[src/rtl/lobovic_spi_pkg.sv]
`default_nettype none
// ============================================================================
//  Module   : lobovic_spi_pkg
//  Purpose  : Shared types and constants for the SPI-flash loader: sequencer
//             state enum, flash READ opcode, dummy byte, header length and a
//             helper that selects one header byte.
//  Revision : 1.0 - initial release
// ============================================================================
package lobovic_spi_pkg;

    // Sequencer states
    typedef enum logic [2:0] {
        ST_IDLE  = 3'd0,
        ST_SETUP = 3'd1,
        ST_ISSUE = 3'd2,
        ST_WAIT  = 3'd3,
        ST_HOLD  = 3'd4,
        ST_FIN   = 3'd5
    } ldr_state_e;

    localparam logic [7:0] C_READ_CMD   = 8'h03;
    localparam logic [7:0] C_DUMMY_BYTE = 8'h00;

    // Opcode plus three address bytes precede the data phase
    localparam int C_HDR_LEN = 4;

    // Header byte idx: 0 = opcode, 1..3 = address MSB first
    function automatic logic [7:0] hdr_byte(
        input logic [7:0]  cmd,
        input logic [23:0] addr,
        input logic [1:0]  idx
    );
        logic [7:0] b;
        case (idx)
            2'd0:    b = cmd;
            2'd1:    b = addr[23:16];
            2'd2:    b = addr[15:8];
            default: b = addr[7:0];
        endcase
        return b;
    endfunction

endpackage : lobovic_spi_pkg
`default_nettype wire

[src/rtl/spi_flash_loader.sv]
`default_nettype none
// ============================================================================
//  Module   : spi_flash_loader
//  Purpose  : Turns one load request into a SPI-flash READ transaction on an
//             external byte engine and streams the returned data bytes into
//             a destination memory through a simple write port.
//  Revision : 1.0 - initial release
// ============================================================================
module spi_flash_loader
    import lobovic_spi_pkg::*;
#(
    parameter int         CS_SETUP = 4,
    parameter int         CS_HOLD  = 4,
    parameter int         LEN_W    = 16,
    parameter int         DST_AW   = 14,
    parameter logic [7:0] READ_CMD = C_READ_CMD
) (
    input  logic              clk,
    input  logic              rst,
    input  logic              req_i,
    input  logic [23:0]       src_addr_i,
    input  logic [LEN_W-1:0]  len_i,
    input  logic [DST_AW-1:0] dst_base_i,
    output logic              busy_o,
    output logic              done_o,
    output logic              cs_n_o,
    output logic              spi_start_o,
    output logic [7:0]        spi_data_in_o,
    input  logic [7:0]        spi_data_out_i,
    input  logic              spi_busy_i,
    input  logic              spi_new_data_i,
    output logic              wr_en_o,
    output logic [DST_AW-1:0] wr_addr_o,
    output logic [7:0]        wr_data_o
);

    // Byte counter carries 4+len without overflow even for len = 2^LEN_W-1
    localparam int CNT_W   = LEN_W + 3;
    localparam int TMR_MAX = (CS_SETUP > CS_HOLD) ? CS_SETUP : CS_HOLD;
    localparam int TMR_W   = (TMR_MAX < 2) ? 1 : $clog2(TMR_MAX + 1);

    ldr_state_e        state_q, state_d;
    logic [TMR_W-1:0]  tmr_q, tmr_d;
    logic [CNT_W-1:0]  cnt_q, cnt_d;
    logic [CNT_W-1:0]  total_q, total_d;
    logic [23:0]       src_q, src_d;
    logic [DST_AW-1:0] wr_ptr_q, wr_ptr_d;
    logic [7:0]        spi_data_in_q, spi_data_in_d;
    logic              cs_n_q, cs_n_d;
    logic              done_q, done_d;
    logic              wr_en_q, wr_en_d;
    logic [DST_AW-1:0] wr_addr_q, wr_addr_d;
    logic [7:0]        wr_data_q, wr_data_d;

    logic w_accept;
    logic w_byte_done;
    logic w_data_byte;
    logic w_last;
    logic w_setup_done;
    logic w_hold_done;

    assign w_accept     = (state_q == ST_IDLE) && req_i && (len_i != '0);
    assign w_byte_done  = (state_q == ST_WAIT) && spi_new_data_i;
    assign w_data_byte  = (cnt_q >= CNT_W'(C_HDR_LEN));
    assign w_last       = ((cnt_q + CNT_W'(1)) == total_q);
    assign w_setup_done = (tmr_q == TMR_W'(CS_SETUP - 1));
    assign w_hold_done  = (tmr_q == TMR_W'(CS_HOLD - 1));

    // State register
    always_ff @(posedge clk or posedge rst) begin
        if (rst) begin
            state_q <= ST_IDLE;
        end else begin
            state_q <= state_d;
        end
    end

    // Next-state: request accept, CS setup/hold timing, byte issue/complete
    always_comb begin
        state_d = state_q;
        case (state_q)
            ST_IDLE:  if (req_i) state_d = (len_i == '0) ? ST_FIN : ST_SETUP;
            ST_SETUP: if (w_setup_done) state_d = ST_ISSUE;
            ST_ISSUE: if (!spi_busy_i) state_d = ST_WAIT;
            ST_WAIT:  if (spi_new_data_i) state_d = w_last ? ST_HOLD : ST_ISSUE;
            ST_HOLD:  if (w_hold_done) state_d = ST_FIN;
            ST_FIN:   state_d = ST_IDLE;
            default:  state_d = ST_IDLE;
        endcase
    end

    // State-decoded outputs; start fires only once the engine is free
    always_comb begin
        busy_o      = (state_q != ST_IDLE);
        spi_start_o = (state_q == ST_ISSUE) && !spi_busy_i;
    end

    // Datapath next values: capture, byte counting, TX byte, write port
    always_comb begin
        tmr_d         = '0;
        cnt_d         = cnt_q;
        total_d       = total_q;
        src_d         = src_q;
        wr_ptr_d      = wr_ptr_q;
        spi_data_in_d = spi_data_in_q;
        wr_en_d       = 1'b0;
        wr_addr_d     = wr_addr_q;
        wr_data_d     = wr_data_q;

        if ((state_q == ST_SETUP) || (state_q == ST_HOLD)) begin
            tmr_d = tmr_q + TMR_W'(1);
        end

        if (w_accept) begin
            cnt_d    = '0;
            total_d  = CNT_W'(len_i) + CNT_W'(C_HDR_LEN);
            src_d    = src_addr_i;
            wr_ptr_d = dst_base_i;
        end else if (w_byte_done) begin
            cnt_d = cnt_q + CNT_W'(1);
            if (w_data_byte) begin
                wr_en_d   = 1'b1;
                wr_addr_d = wr_ptr_q;
                wr_data_d = spi_data_out_i;
                wr_ptr_d  = wr_ptr_q + DST_AW'(1);
            end
        end

        // Load the next TX byte on entry to ISSUE so it is ready with start
        if ((state_d == ST_ISSUE) && (state_q != ST_ISSUE)) begin
            spi_data_in_d = (cnt_d < CNT_W'(C_HDR_LEN))
                          ? hdr_byte(READ_CMD, src_q, cnt_d[1:0])
                          : C_DUMMY_BYTE;
        end

        // Chip-select low through setup, transfer and hold
        cs_n_d = !(state_d inside {ST_SETUP, ST_ISSUE, ST_WAIT, ST_HOLD});
        done_d = (state_q == ST_FIN);
    end

    // Datapath and registered outputs
    always_ff @(posedge clk or posedge rst) begin
        if (rst) begin
            tmr_q         <= '0;
            cnt_q         <= '0;
            total_q       <= '0;
            src_q         <= '0;
            wr_ptr_q      <= '0;
            spi_data_in_q <= '0;
            cs_n_q        <= 1'b1;
            done_q        <= 1'b0;
            wr_en_q       <= 1'b0;
            wr_addr_q     <= '0;
            wr_data_q     <= '0;
        end else begin
            tmr_q         <= tmr_d;
            cnt_q         <= cnt_d;
            total_q       <= total_d;
            src_q         <= src_d;
            wr_ptr_q      <= wr_ptr_d;
            spi_data_in_q <= spi_data_in_d;
            cs_n_q        <= cs_n_d;
            done_q        <= done_d;
            wr_en_q       <= wr_en_d;
            wr_addr_q     <= wr_addr_d;
            wr_data_q     <= wr_data_d;
        end
    end

    assign done_o        = done_q;
    assign cs_n_o        = cs_n_q;
    assign spi_data_in_o = spi_data_in_q;
    assign wr_en_o       = wr_en_q;
    assign wr_addr_o     = wr_addr_q;
    assign wr_data_o     = wr_data_q;

endmodule : spi_flash_loader
`default_nettype wire

[config.mk]
export PLATFORM = sky130hd
export DESIGN_NAME = spi_flash_loader
export DESIGN_NICKNAME = d
export VERILOG_FILES = /design/src/rtl/lobovic_spi_pkg.sv /design/src/rtl/spi_flash_loader.sv
export SDC_FILE = /design/constraint.sdc
export NUM_CORES = 1
export LEC_CHECK = 0
export CORE_MARGIN = 10
export CORE_UTILIZATION = 49
export DETAILED_ROUTE_END_ITERATION = 7
export PLACE_DENSITY = 0.83
export SETUP_SLACK_MARGIN = 0.5
export SLEW_MARGIN = 20
export SYNTH_ARGS = -nofsm -noshare
export SYNTH_HDL_FRONTEND = slang
export SYNTH_SLANG_ARGS = --single-unit
[constraint.sdc]
create_clock -name clk -period 3.9 [get_ports clk]
set_input_delay 1.17 -clock clk [delete_from_list [all_inputs] [get_ports clk]]
set_output_delay 1.17 -clock clk [all_outputs]
set_load 0.05 [all_outputs]
Word-level counts from Yosys, hierarchy flattened
Cells that the tools add are included.
- magnitude comparators: 2
- bitwise operators: 1
- add/subtract/negate cells: 4
- multiplexer cells: 19
- equality and inequality tests: 14
- reduce and logical (&&, ||, !) cells: 18
- operators with widths (operator ; count):
    $mux 14 ; 3
    $mux 19 ; 2
    $mux 3 ; 8
    $pmux 8 s3 ; 1
    $add 19x1->19 const B ; 1
    $eq 19x19->1 ; 1
    $ge 19x3->1 const B ; 1
    $lt 19x3->1 const B ; 1
    $add 16x3->17 const B ; 1
    $logic_not 16->1 ; 1
    $reduce_bool 16->1 ; 1
    $eq 3x2->1 const B ; 5
    $pmux 3 s5 ; 1
    $add 14x1->14 const B ; 1
    $eq 3x3->1 const B ; 3
    $mux 8 ; 1
    $eq 3x1->1 const B ; 2
    $logic_and 1x1->1 ; 5
    $reduce_bool 2->1 ; 2
    $reduce_bool 4->1 ; 1
    $add 3x1->3 const B ; 1
    $logic_not 3->1 ; 1
    $mux 1 ; 3
    $ne 3x2->1 const B ; 1
    other kinds (9) ; 10
- output and inout port bits: 35
- bits in registers: 115
- word-level logic and storage cells: 70
- input port bits: 67

Logic depth before layout (Yosys ltp)
Gate-level depths: netlist (run 1).
- word-level depth: 8
- depth in mapped cells: 11
- gate-level depth less buffers: 9

Least setup slack after synthesis (run 1)
No wires, ideal clock.
- kind: input to output
- start: in spi_busy_i
- end: out spi_start_o
- data required time: 2.730 ns
- arrival time: 2.246 ns
- stages: 1
- path slack: 0.484 ns
- path buffers: 0
- cell sequence: nor3_1
- word-level cells in the longest chain between the ends: 2
- RTL lines (element ; RTL line ; source):
    start: declaration ; spi_flash_loader.sv:30 ; input logic spi_busy_i,
    $logic_not 1->1 ; spi_flash_loader.sv:95 ; spi_start_o = (state_q == ST_ISSUE) && !spi_busy_i;
    $logic_and 1x1->1 ; spi_flash_loader.sv:95 ;
    end: declaration ; spi_flash_loader.sv:27 ; output logic spi_start_o,
No other way between the ends.

Worst setup path after layout (run 1)
Ends and elaborated chain as after synthesis.

==> results_dict.tcl, run 1 <==
set metrics [dict create \
    status "complete, no violations" \
    max_freq_mhz 309.2 \
    crit_fanout 2 \
    max_cap_violations 0 \
    fp.dieH_um 132.8 \
    cts.sinks 113 \
    critPathArrivalTime_ns 2.06 \
    drc 0 \
    required_ns 2.73 \
    drt_wl_total_um 17220 \
    hold_violations 0 \
    avgSynthCellArea_sq_um 8.642 \
    cpPeakStageDelay_ns 0.46 \
    start_util 0.4965 \
    synth_top_area_share 0.4492 \
    tightestPinTransition_ns 0.8203 \
    grt_pass1_wl_um 28660 \
    fill_cells 1010 \
    criticalPathCategory "input port to output port" \
    firstDrtPassIters 5 \
    period_needed_ns 3.234 \
    synth-seq-cells 113 \
    yosys_most_used_dff "dfrtp_1" \
    dr_total_vias 5591 \
    hpwlAfterDp_um 12480 \
    whs_ns 0.4461 \
    seq_area_sq_mm 0.002829 \
    die_w_um 132.8 \
    cts_max_level 4 \
    die_area_sq_mm 0.01765 \
    setup_viol 0 \
    clock_latency_ns 0.42 \
    powerDensity_mw_per_mm2 490.0 \
    ios 102 \
    synth_area_leader_cell "dfrtp_1" \
    core_sq_mm 0.01257 \
    cp_top_family "buffers and inverters" \
    drive_above_1_share 0.09004 \
    overflow 0 \
    fin_skew_ns 0.009019 \
    synth_cells 722 \
    portBuffers 101 \
    rows 41 \
    clkTransAtPathRegs_ns 0.05 \
    multi_input_area_sq_mm 0.003167 \
    antenna_found_initial 0 \
    synth.distinct_cells 63 \
    final_nets 894 \
    avgRoutedWirePerCell_um 17.13 \
    netlist_top_cells_count "202 x nand2_1, 112 x dfrtp_1, 47 x nor2_1" \
    vdd_ir_drop_max_v 0.0003874 \
    cts_hold_buf 0 \
    grt_pass1_vias 5717 \
    timing.critical_path.from_type "input port" \
    crit_slowest_cell "clkdlybuf4s50_1" \
    ys_seq_area_frac 0.4534 \
    finish.utilization 0.6472 \
    fin_crit_sh 0.8292 \
    fin_tns_setup_ns 0 \
    path_cells "clkdlybuf4s50_1, nor3_2, buf_12" \
    crit_buf_inv 2 \
    gp_congestion 0.9568 \
    cts_root_buf "clkbuf_16" \
    synth_area_leaders "dfrtp_1 45%, nand2_1 12%, xnor2_1 4.2%" \
    yosysMostFrequentCell "nand2_1" \
    synth_area_sq_mm 0.006240 \
    cp-end-kind "output port" \
    synth_fp_nets 796 \
    vias_per_cell 5.563 \
    drt_iter0_markers 382 \
    grt_max_degree 46 \
    diodes 0 \
    cts_tree "yes" \
    cts_buffers 17 \
    clockBufferDepth 2 \
    min_path_type "flop to flop" \
    area_delta_synth_final_pct 30.36 \
    synthArstFlopShare 1.000 \
    slew_violations 0 \
    slew_headroom 0.4520 \
    leakage_uw 0.003687 \
    rsz0062_at_grt "false" \
    ys_warn_count 0 \
    synth-edff-count 0 \
    antenna_left 0 \
    grt_usage 0.1989 \
]
## registers in the layout, indices dropped and copies added, names as in the netlist, 8 cells and up
register,flops
total_q,17
wr_addr_o,14
cnt_q,19
wr_ptr_q,14
spi_data_in_o,8
src_q,24
wr_data_o,8
## path summary, 6_finish.rpt
kind	startpoint	end	slack (ns)	depth (start not counted)
min in group asynchronous	rst	wr_addr_o[2]	1.25	2
min reg2reg	tmr_q[0]	tmr_q[0]	0.45	1
max	spi_busy_i	spi_start_o	0.67	3
max reg2reg	cnt_q[0]	spi_data_in_o[0]	0.70	9
max in group asynchronous	rst	cs_n_o	1.93	3
min	tmr_q[0]	tmr_q[0]	0.45	1
## cell usage in the layout (no fill, tap or decap), types with 11 or more instances in the layout
cell type / n
and3_1: 13
buf_4: 17
clkbuf_16: 17
clkdlybuf4s50_1: 98
dfrtp_1: 112
inv_1: 23
mux2i_1: 13
nand2_1: 202
nand3_1: 13
nand4_1: 14
nor2_1: 46
nor3_1: 11
nor4_1: 12
o21ai_0: 42
or3_1: 11
xnor2_1: 30
xor2_1: 24
## through the flow
stage | cell area (sq um) | std cells | power, uW | setup WS, ns
2_1_floorplan | 6248 | 722 | 2056 | 0.7425
3_3_place_gp | 7472 | 971 | 2357 | 0.08907
3_5_place_dp | 7472 | 971 | 2378 | 0.05495
4_1_cts | 8085 | 1003 | 3988 | 0.5253
5_1_grt | 8134 | 1005 | 4155 | 0.5005
6_report | 8134 | 1005 | 3986 | 0.6659
## timing repair
action,in CTS,in global routing
hold endpoints to repair,0,0
setup buffers,0,2
pin swaps,0,3
resized for setup,2,7
setup endpoints to repair,2,8
## kinds of logic after synthesis
logic type	count (synthesis)	share of synthesized area
buf+inv	67	0.04732
flops	113	0.4534
compound gates	94	0.09966
mux	17	0.02807
simple gates	370	0.2817
fa+ha+maj	7	0.01404
xor+xnor	54	0.07580
## where the power goes
part           switching, uW  internal (uW)
clock network            544           1050
logic                    577            393
registers                141           1280
## final cells by class
type	count	area share
timing repair buffer	122	0.1501
clock buffer	23	0.05876
clock inverter	9	0.01600
multi-input combinational	542	0.3893
tap	172	0.02646
sequential	113	0.3478
inverter	24	0.01154
## layer usage
| layer | vias to the layer above | global-route usage | part of all wire | wire (um) |
|---|---|---|---|---|
| li1 | 2657 | - | - | - |
| met1 | 2665 | 0.2287 | 0.40 | 6839 |
| met2 | 224 | 0.3235 | 0.48 | 8312 |
| met3 | 45 | 0.07419 | 0.092 | 1577 |
| met4 | 0 | 0.08802 | 0.029 | 491 |
| met5 | - | 0 | 0 | 0 |
(Power assumes the default switching activity.)
==> run 2: changes to the inputs <==
- CORE_UTILIZATION: 49 -> 50
- PLACE_DENSITY: 0.83 -> 0.81
- clock period: 3.9 -> 3 ns (I/O delays scaled with it)
==> run 2 against run 1 <==
Compared with the run above:
- largest cell class unchanged
- sequential share of layout area down 2.8 points
- global-route usage up 2.0 points
- critical path type is now flop to flop
- clock-buffer cell count down 1
- design area up 9.3%
==> results_dict.tcl, run 2 (synthesized netlist as in run 1, its figures left out) <==
set metrics [dict create \
    hold_depth 1 \
    whs_ns 0.4426 \
    core_sq_mm 0.01211 \
    slew_violations 0 \
    portBuffers 101 \
    start_util 0.5152 \
    power_frac_comb 0.298 \
    crit_fanout 7 \
    status "complete, no violations" \
    final_nets 965 \
    min_path_type "flop to flop" \
    period_needed_ns 2.606 \
    dr_total_vias 5974 \
    avgRoutedWirePerCell_um 17.67 \
    max_cap_violations 0 \
    timing.critical_path.from_type "flop" \
    drt_wl_total_um 18940 \
    rows 40 \
    setup_viol 0 \
    die_area_sq_mm 0.01735 \
    switchingPower_uw 1779 \
    fin_skew_ns 0.008076 \
    area_delta_synth_final_pct 42.43 \
    gp_congestion 0.9429 \
    fp.dieH_um 131.7 \
    cts_buffers 17 \
    cts_tree "yes" \
    grt_pass1_vias 6194 \
    vias_per_cell 5.573 \
    largestRegisters "src_q (24), cnt_q (19), total_q (17)" \
    clockBufferDepth 2 \
    antenna_found_initial 0 \
    fin_tns_setup_ns 0 \
    tightestPinTransition_ns 0.5459 \
    slew_headroom 0.6375 \
    cp-end-kind "flop" \
    worst_r2r_endpoint "spi_data_in_o[0]" \
    setup_slack_ns 0.3942 \
    hold_violations 0 \
    cts_hold_buf 0 \
    pwr-share-clk 0.378 \
    hpwlAfterDp_um 13610 \
    timing.rr.start "cnt_q[4]" \
    layout_commonest_cell "nand2_1" \
    place_ws_ns -0.4388 \
    rsz0062_at_grt "true" \
    powerDensity_mw_per_mm2 616.6 \
    required_ns 3.36 \
    grt_usage 0.2188 \
    leakage_uw 0.004318 \
    firstDrtPassIters 5 \
    max_freq_mhz 383.8 \
    drt_iter0_markers 435 \
    cp-startpoint "cnt_q[4]" \
    clock_latency_ns 0.42 \
    drive_above_1_share 0.2080 \
    ios 102 \
    cts.sinks 113 \
    p_sw_frac 0.3246 \
    reg2reg_slack_ns 0.39 \
    vdd_ir_drop_max_v 0.0004774 \
    drc 0 \
    worstSetupEndpoint "spi_data_in_o[0]" \
    finish.utilization 0.7338 \
    regMostFlops "src_q" \
    criticalPathCategory "flop to flop" \
    seq_power_share 0.324 \
    fin_crit_sh 0.8686 \
    cts_max_level 4 \
    grt_pass1_wl_um 31420 \
    die_w_um 131.7 \
    power_uw 5480 \
    layout_common_cells "198 x nand2_1, 104 x dfrtp_1, 83 x buf_4, 62 x clkdlybuf4s50_1, 44 x nor2_1" \
    clkTransAtPathRegs_ns 0.05 \
    largest_register_ffs 24 \
    intPower_uw 3701 \
    diodes 0 \
    cts_root_buf "clkbuf_16" \
    critPathArrivalTime_ns 2.96 \
    rr_worst_depth 9 \
    overflow 0 \
    antenna_left 0 \
    grt_max_degree 80 \
]
[run 2: cell count changes in the layout (fill, tap and decap cells not counted), sizes merged]
cell           previous run  this run
clkinvlp                  2         3
buf                      22        95
clkbuf                   23        22
clkdlybuf4s50            98        62
dlygate4sd2               1        23
dlymetal6s2s              1        13
[run 2: worst min path at each step]
stage | startpoint | to | slack (ns)
finish | tmr_q[0] | tmr_q[0] | 0.44
global route | tmr_q[0] | tmr_q[0] | 0.48
CTS | tmr_q[0] | tmr_q[0] | 0.44
detailed placement | tmr_q[0] | tmr_q[0] | 0.44
global placement | tmr_q[0] | tmr_q[0] | 0.42
floorplan | tmr_q[0] | tmr_q[0] | 0.41
[run 2: power by group through the flow]
stage / Combinational, uW / Clock [uW] / Sequential [uW]
2_1_floorplan: 741 / 0 / 1970
3_3_place_gp: 1440 / 0 / 1790
3_5_place_dp: 1480 / 0 / 1790
4_1_cts: 1550 / 2080 / 1780
5_1_grt: 1760 / 2150 / 1790
6_report: 1630 / 2070 / 1780
[run 2: cell type report]
| type | instances | area, sq um |
|---|---|---|
| Fill cell | 884 | 3224 |
| Clock inverter | 10 | 137.6 |
| Tap cell | 168 | 210.2 |
| Clock buffer | 22 | 464.2 |
| Multi-Input combinational cell | 542 | 3382 |
| Inverter | 24 | 93.84 |
| Sequential cell | 113 | 2839 |
| Timing Repair Buffer | 193 | 1760 |
[run 2: per-layer routing]
| metal | wire length [um] | up-vias | track usage | share of wire |
|---|---|---|---|---|
| met5 | 0 | - | 0 | 0 |
| met4 | 461 | 0 | 0.08220 | 0.024 |
| met3 | 1595 | 43 | 0.07203 | 0.084 |
| met2 | 9403 | 209 | 0.3607 | 0.50 |
| met1 | 7481 | 2922 | 0.2595 | 0.39 |
| li1 | - | 2800 | - | - |
[run 2: critical path, cell delays in order (launching register included)]
cell	delay [ns]
dfrtp_1	0.39
nand4_4	0.21
buf_8	0.19
or4_4	0.53
o21ai_4	0.17
and2_4	0.16
nand4_1	0.08
or4b_4	0.55
o21ai_2	0.12
mux2_1	0.13
[run 2: stage by stage]
stage,cells,area [sq um]
after floorplan,722,6320
after global placement,1021,7915
after detailed placement,1021,7915
after CTS,1064,8731
after global routing,1072,8887
final,1072,8887
[run 2: what timing repair did]
item | 4_1_cts | 5_1_grt
setup buffers | 11 | 8
endpoints found under the setup margin | 91 | 45
hold endpoints to repair | 0 | 0
pin swaps | 15 | 10
resized for setup | 71 | 33
